### config.mk
export PLATFORM = sky130hd
export DESIGN_NAME = tdm_demux
export DESIGN_NICKNAME = d
export VERILOG_FILES = /design/src/rtl/tdm_demux_pkg.sv /design/src/rtl/tdm_demux_chan_cnt.sv /design/src/rtl/tdm_demux.sv
export SDC_FILE = /design/constraint.sdc
export NUM_CORES = 1
export LEC_CHECK = 0
export CAP_MARGIN = 10
export CORE_MARGIN = 2
export CORE_UTILIZATION = 45
export CTS_CLUSTER_DIAMETER = 30
export DETAILED_ROUTE_END_ITERATION = 8
export GPL_TIMING_DRIVEN = 1
export PLACE_DENSITY = 0.7
export SLEW_MARGIN = 20
export SYNTH_ARGS = -nofsm -noshare
export SYNTH_HDL_FRONTEND = slang
export SYNTH_HIERARCHICAL = 1
export SYNTH_SLANG_ARGS = --single-unit
### constraint.sdc
create_clock -name clk -period 1.55 [get_ports clk]
set_input_delay 0.3875 -clock clk [delete_from_list [all_inputs] [get_ports clk]]
set_output_delay 0.3875 -clock clk [all_outputs]
set_load 0.005 [all_outputs]
### src/rtl/tdm_demux_pkg.sv
// Package: tdm_demux_pkg
// Shared definitions for the TDM receive path: FSM state encoding and
// default frame geometry used by tdm_demux and its channel counter.
package tdm_demux_pkg;

  // HUNT: waiting for a start-of-frame marker; COLLECT: locked to frames.
  typedef enum logic {
    ST_HUNT    = 1'b0,
    ST_COLLECT = 1'b1
  } tdm_state_e;

  localparam int DEF_WIDTH = 8;
  localparam int DEF_NCH   = 4;

endpackage

### src/rtl/tdm_demux_chan_cnt.sv
// Module: tdm_demux_chan_cnt
// Modulo-NCH channel slot counter.
// Ports:
//   clk, reset_n : clock, asynchronous active-low reset
//   clear        : force slot to 0 (highest priority)
//   load1        : force slot to 1 (a start-of-frame word went to slot 0)
//   en           : advance one slot, wrapping NCH-1 -> 0
//   ch           : current slot
//   last         : ch == NCH-1
module tdm_demux_chan_cnt #(
  parameter int NCH = 4,
  localparam int CW = $clog2(NCH)
) (
  input  logic          clk,
  input  logic          reset_n,
  input  logic          clear,
  input  logic          load1,
  input  logic          en,
  output logic [CW-1:0] ch,
  output logic          last
);

  assign last = (ch == CW'(NCH - 1));

  always_ff @(posedge clk or negedge reset_n) begin
    if (!reset_n) begin
      ch <= '0;
    end else if (clear) begin
      ch <= '0;
    end else if (load1) begin
      ch <= CW'(1);
    end else if (en) begin
      ch <= last ? '0 : ch + CW'(1);
    end
  end

endmodule

### src/rtl/tdm_demux.sv
// Module: tdm_demux
// Splits a TDM word stream into NCH parallel channels. Locks on in_sof,
// steers each word to its slot in a collect buffer, and on the last slot
// publishes the whole frame to out_data with a valid/ready handshake.
//
// Handshake: out_valid is high while a frame is held on out_data; a frame
// is consumed on a cycle where out_valid && out_ready. out_data is stable
// until consumed or replaced by a newer frame (replacement of an unconsumed
// frame raises overflow). in_valid has no backpressure.
//
// Ports:
//   clk, reset_n       : clock, asynchronous active-low reset
//   in_valid/in_data/in_sof : TDM word input, in_sof marks channel 0
//   out_ready          : consumer accepts the held frame
//   out_data           : frame, channel k at [k*WIDTH +: WIDTH]
//   out_valid          : frame held on out_data
//   frame_err          : 1-cycle pulse on framing violation
//   overflow           : 1-cycle pulse when an unconsumed frame is replaced
//   state_dbg          : current FSM state
module tdm_demux
  import tdm_demux_pkg::*;
#(
  parameter int WIDTH = DEF_WIDTH,
  parameter int NCH   = DEF_NCH
) (
  input  logic               clk,
  input  logic               reset_n,
  input  logic               in_valid,
  input  logic [WIDTH-1:0]   in_data,
  input  logic               in_sof,
  input  logic               out_ready,
  output logic [NCH*WIDTH-1:0] out_data,
  output logic               out_valid,
  output logic               frame_err,
  output logic               overflow,
  output tdm_state_e         state_dbg
);

  localparam int CW = $clog2(NCH);

  tdm_state_e             state;
  logic [NCH*WIDTH-1:0]   coll_q;
  logic [CW-1:0]          ch;
  logic                   ch_last;
  logic                   ch_clear;
  logic                   ch_load1;
  logic                   ch_en;
  logic                   wr_word;
  logic [CW-1:0]          wr_slot;
  logic                   complete;
  logic                   err;

  assign state_dbg = state;

  tdm_demux_chan_cnt #(.NCH(NCH)) u_cnt (
    .clk     (clk),
    .reset_n (reset_n),
    .clear   (ch_clear),
    .load1   (ch_load1),
    .en      (ch_en),
    .ch      (ch),
    .last    (ch_last)
  );

  // Per-word decode. An sof word always restarts at slot 0, which also
  // drops any partial frame (its stale slots are rewritten before use).
  always_comb begin
    ch_clear = 1'b0;
    ch_load1 = 1'b0;
    ch_en    = 1'b0;
    wr_word  = 1'b0;
    wr_slot  = '0;
    complete = 1'b0;
    err      = 1'b0;
    if (in_valid) begin
      case (state)
        ST_HUNT: begin
          if (in_sof) begin
            wr_word  = 1'b1;
            ch_load1 = 1'b1;
          end
        end
        ST_COLLECT: begin
          if (in_sof) begin
            wr_word  = 1'b1;
            ch_load1 = 1'b1;
            err      = (ch != '0);
          end else if (ch == '0) begin
            // Expected a frame start but got a mid-frame word: lost lock.
            err      = 1'b1;
            ch_clear = 1'b1;
          end else begin
            wr_word  = 1'b1;
            wr_slot  = ch;
            ch_en    = 1'b1;
            complete = ch_last;
          end
        end
        default: ;
      endcase
    end
  end

  always_ff @(posedge clk or negedge reset_n) begin
    if (!reset_n) begin
      state     <= ST_HUNT;
      coll_q    <= '0;
      out_data  <= '0;
      out_valid <= 1'b0;
      frame_err <= 1'b0;
      overflow  <= 1'b0;
    end else begin
      frame_err <= err;
      overflow  <= complete && out_valid && !out_ready;

      case (state)
        ST_HUNT:    if (in_valid && in_sof) state <= ST_COLLECT;
        ST_COLLECT: if (err && !in_sof)     state <= ST_HUNT;
        default:    state <= ST_HUNT;
      endcase

      for (int k = 0; k < NCH; k++) begin
        if (wr_word && (wr_slot == CW'(k))) coll_q[k*WIDTH +: WIDTH] <= in_data;
      end

      // The last word bypasses the buffer so the frame publishes on its edge.
      if (complete) begin
        out_data  <= {in_data, coll_q[(NCH-1)*WIDTH-1:0]};
        out_valid <= 1'b1;
      end else if (out_valid && out_ready) begin
        out_valid <= 1'b0;
      end
    end
  end

endmodule

### After elaboration in Yosys (flattened, before gate mapping)

Cells that the tools add are included.

| storage, ports and cells | value |
|---|---|
| bits in registers | 62 |
| bits of input ports | 13 |
| output and inout bits | 36 |
| word-level logic and storage cells | 62 |

| cells by class | value |
|---|---|
| $add $sub $neg | 1 |
| eq/ne operators | 3 |
| multiplexer cells | 33 |
| bitwise gates (word level) | 1 |
| reductions and logical operators | 15 |

Operators with widths:

| operator | number |
|---|---|
| 1-bit 2-to-1 mux | 23 |
| 2-bit 2-to-1 mux | 8 |
| 1-bit logical AND | 8 |
| 2-bit equality test, second input constant | 2 |
| 2-bit logical NOT | 2 |
| 1-bit one-hot mux with 2 select lines | 2 |
| 2-bit nonzero test | 2 |
| 3-bit nonzero test | 1 |
| 2-bit by 1-bit adder with 2-bit output, second input constant | 1 |
| 2-bit by 1-bit equality test with 1-bit output, second input constant | 1 |
| 1-bit logical NOT | 2 |
| 1-bit inverter | 1 |

### Depth between registers and ports, before layout

| depth | value |
|---|---|
| depth after elaboration | 8 |
| mapped depth | 5 |
| mapped depth without buffers | 5 |

### Hierarchy

Netlist, hierarchy kept.

By module, submodules not included:

| module | instances | cells each | area each (um^2) |
|---|---|---|---|
| tdm_demux | 1 | 138 | 2297.2 |
| tdm_demux_chan_cnt | 1 | 9 | 102.6 |

### Worst setup path before layout

OpenSTA, ideal clock, no wires.

| path | value |
|---|---|
| path kind | reg-to-reg |
| from | register u_cnt.ch[0] |
| to | register out_data[10] |
| library setup time | 125 ps |
| arrival | 1412 ps |
| required time | 1425 ps |
| slack | 14 ps |
| stages on the path, launching flop included | 6 |
| path buffers | 1 |
| path through | dfrtp_1 ha_1 o21ai_1 nor2_2 buf_4 mux2_2 |

| on the way | value |
|---|---|
| longest elaborated chain between the ends | 5 |

Ends and longest elaborated chain:

| item | RTL line | RTL |
|---|---|---|
| start, declared | tdm_demux_chan_cnt.sv:19 | `output logic [CW-1:0] ch,` |
| start signal, assigned | tdm_demux_chan_cnt.sv:33 | `ch <= last ? '0 : ch + CW'(1);` |
| 2-bit equality test | tdm_demux_chan_cnt.sv:23 | `assign last = (ch == CW'(NCH - 1));` |
| named net ch_last | tdm_demux.sv:44 | `logic ch_last;` |
| 1-bit 2-to-1 mux | tdm_demux.sv:88 | `end else if (ch == '0) begin` |
| 1-bit 2-to-1 mux | tdm_demux.sv:84 | `if (in_sof) begin` |
| 1-bit 2-to-1 mux | tdm_demux.sv:76 | `case (state)` |
| 1-bit 2-to-1 mux | tdm_demux.sv:75 | `if (in_valid) begin` |
| end signal, assigned | tdm_demux.sv:128 | `out_data <= {in_data, coll_q[(NCH-1)*WIDTH-1:0]};` |
| end, declared | tdm_demux.sv:32 | `output logic [NCH*WIDTH-1:0] out_data,` |

The timed path passes the listed nets, and every way through them passes these cells.
A chain may end at the register's enable or synchronous reset.

### Worst setup path in the final report

| path | value |
|---|---|
| from | register u_cnt.ch[0] |
| to | register u_cnt.ch[1] |

| on the way | value |
|---|---|
| longest elaborated chain between the ends | 6 |

Ends and longest elaborated chain:

| item | RTL line | RTL |
|---|---|---|
| 2-bit logical NOT | tdm_demux.sv:88 |  |
| 1-bit 2-to-1 mux | tdm_demux.sv:88 |  |
| 1-bit 2-to-1 mux | tdm_demux.sv:84 |  |
| 1-bit 2-to-1 mux | tdm_demux.sv:76 |  |
| 1-bit 2-to-1 mux | tdm_demux.sv:75 |  |
| named net ch_en | tdm_demux.sv:47 | `logic ch_en;` |
| 3-bit nonzero test (no source line) | n/a |  |

The timed path passes the listed nets, and every way through them passes these cells. The select of a mux whose other input is x is not followed.

==> metrics.txt <==
cells on worst reg2reg path=7; Synth top area share=between 60 and 70%; Syn Inst Count=between 100 and 150; Hold Path Class=primary input to asynchronous set/reset pin; VDD IR-drop max=slightly below 0.9 mV; Period minus WS final=1.584 ns; Synth Register Bits=62; hpwl dp=3135 microns; first-pass GRT wire length=~8000 microns; area of the multi-input gates=940.9 sq um; Syn-to-layout area delta=48.12%; H-tree levels=3; die area=0.005933 sq mm; first drt pass iteration count=4; critical path peak fanout=4; Die Y=77.03 microns; Worst Tran Pin Value=roughly 0.33 ns; Worst Clk Skew=roughly 0.0071 ns; Post-Synthesis Cell Area=between 0.002 and 0.0025 sq mm; Top-Level Pins=between 40 and 50; Cell variety after synth=21; share of the yosys chip area belonging to registers=between 60 and 70%; Ys Warns=6; vias per cell=just under 5; PnR worst setup slack=-0.03407 ns; largest net degree at the start of global routing=63; Syn Area/Cell=16.33 sq um; count leader, synth=dfrtp_1; core area=around 0.0051 sq mm; CTS Buf Count=9; Num Clock Sinks=62; vias in the first global route=around 1.6k; Worst-path clk slew=0.07 ns; Synth area leaders=dfrtp_1 65%, mux2_2 25%, nor3b_4 1.6%; Crit. End Element=register; P_leak=1.805 nW; Arr. time, crit path=1.80 ns; violation count after the first detailed-route iteration=76; hold_ws=between 0.05 and 0.06 ns; cell taking the most area after synthesis=dfrtp_1; FFs w/ async S/R, synth=100.0%; total area of sequential cells=0.001554 sq mm; power per cell area=1676 mW/mm^2; Layout Nets=247; final hold vios=0; status=finished, violations left; CP startpoint kind=register; All-Layer GR Usage=between 10% and 20%; Max Slew Vio Count=0; most frequent cells after synthesis=62 x dfrtp_1, 54 x mux2_2, 4 x inv_1, 4 x nand2_1, 3 x buf_4; Final period util=102.2%; Post-synth EDFFs=0; Crit Path Class=register to register; Vias=between 1.5k and 2k; initial antenna violation count=0; Rel. slew slack=between 70% and 80%; RSZ-0062 raised after global routing=true; DIE WIDTH=approximately 77 microns; ys flop type=dfrtp_1; Final Util=between 60% and 70%; share of cells above drive strength 1=about 47%; Worst EP required=about 1.8 ns; PortBufs=between 40 and 50; Peak Freq=631.3 MHz; post-synthesis net count=between 150 and 200; initial core utilization=~47%; Setup Viol. Count Final=15; CTS tree=done; gr ovfl total=0; maximum clock path buffer count=2; gp weighted congestion=0.7235; fill cell count=390; Rows=26; wire length per cell=~17 microns; clock tree root driver cell=clkbuf_8; final antenna-violating net count=0; final WL=5254 microns; worst skew pair latency=~0.33 ns; max-cap violation count=0; Post-CTS Hold Buffers=0; DRC=0; failing checks=negative setup slack; diode count=0
## cells by family (layout without fill, tap and decap cells)
kind of cell,Yosys count,after routing,synth area share [%]
flops,62,62,64.65
mux,57,57,26.69
simple gates,16,16,5.318
buf+inv,7,97,1.564
compound gates,3,3,0.7301
fa+ha+maj,2,2,1.043
## stage by stage
stage	setup TNS, ns	setup slack, ns	power, mW	area [sq um]	cells
6_report	-0.1439	-0.03407	5.957	3555	307
5_1_grt	-0.8423	-0.05946	6.285	3555	307
4_1_cts	0	0.003701	5.625	3317	301
3_5_place_dp	-21.15	-0.4237	4.306	3085	278
3_3_place_gp	-19.33	-0.3684	4.196	3085	278
2_1_floorplan	0	0.01374	3.225	2400	147
## critical path: stages, from the launching register on
cell	delay, ns
dfrtp_2	0.45
buf_6	0.13
or2_4	0.24
ha_4	0.16
and3_4	0.15
buf_6	0.12
mux2i_1	0.17
nor3_1	0.06
## cell usage in the layout, fill, tap and decap left out
cell type / count
dfrtp_2: 2
nand2_1: 4
ha_4: 2
nor3_1: 1
nand3b_4: 1
mux2_2: 36
clkbuf_16: 2
or2_4: 1
mux2_1: 1
dlygate4sd2_1: 37
mux2i_1: 1
and3_4: 1
dfrtp_1: 60
nand2b_4: 1
buf_2: 1
clkinv_2: 1
buf_4: 16
clkdlybuf4s50_1: 9
o21ai_4: 1
buf_8: 1
nor2_1: 1
and3_1: 1
mux2_4: 19
clkbuf_8: 11
clkbuf_1: 2
a31oi_1: 1
o22ai_1: 1
or3b_4: 1
clkinvlp_4: 1
buf_12: 3
nor4_1: 1
nor3b_4: 2
dlymetal6s2s_1: 1
buf_6: 7
inv_1: 4
nor2_4: 1
bufinv_16: 1
## layer usage
layer  up-vias  track usage [%]  routed length, microns
met1       787            22.50                    2318
met2        35            28.95                    2705
met4         0            6.429                      61
li1        695                -                       -
met3         7            4.706                     168
met5         -                0                       0
## timing repair
| action | in CTS | in global routing |
|---|---|---|
| cloned | 0 | 3 |
| setup buffers | 7 | 4 |
| hold endpoints to repair | 0 | 0 |
| setup endpoints to repair | 85 | 37 |
| pin swaps | 2 | 4 |
| gates resized for setup | 44 | 34 |
## registers in the layout (all words and copies together) (netlist names)
name       flops
frame_err      1
u_cnt/ch       2
coll_q        24
state_dbg      1
out_data      32
overflow       1
out_valid      1
## final cells by class
class,count,share of cell area (%)
clock inverters,3,1.197
inverters,4,0.4224
multi-input cells,78,26.47
well taps,70,2.464
repair buffers,77,21.26
flip-flops and latches,62,43.72
clock buffers,13,4.470
## path summary, 6_finish.rpt
| path | to | slack (ns) | from |
|---|---|---|---|
| worst min-delay path | out_data[7]$_DFFE_PN0P_ | 0.05 | reset_n |
| worst max-delay path | u_cnt/ch[1]$_DFFE_PN0P_ | -0.03 | u_cnt/ch[0]$_DFFE_PN0P_ |
| min in group clk | out_data[10]$_DFFE_PN0P_ | 0.50 | out_data[10]$_DFFE_PN0P_ |
| worst max register to register | u_cnt/ch[1]$_DFFE_PN0P_ | -0.03 | u_cnt/ch[0]$_DFFE_PN0P_ |
| worst min register to register | out_data[10]$_DFFE_PN0P_ | 0.50 | out_data[10]$_DFFE_PN0P_ |
| max in group asynchronous | u_cnt/ch[0]$_DFFE_PN0P_ | 1.21 | reset_n |
## power by group
group	total, mW	switching (mW)	internal, mW
clock	1.43	0.604	0.830
combinational	1.99	0.679	1.31
sequential	2.53	0.332	2.20
Note: power is estimated with default switching activity, not from simulation.
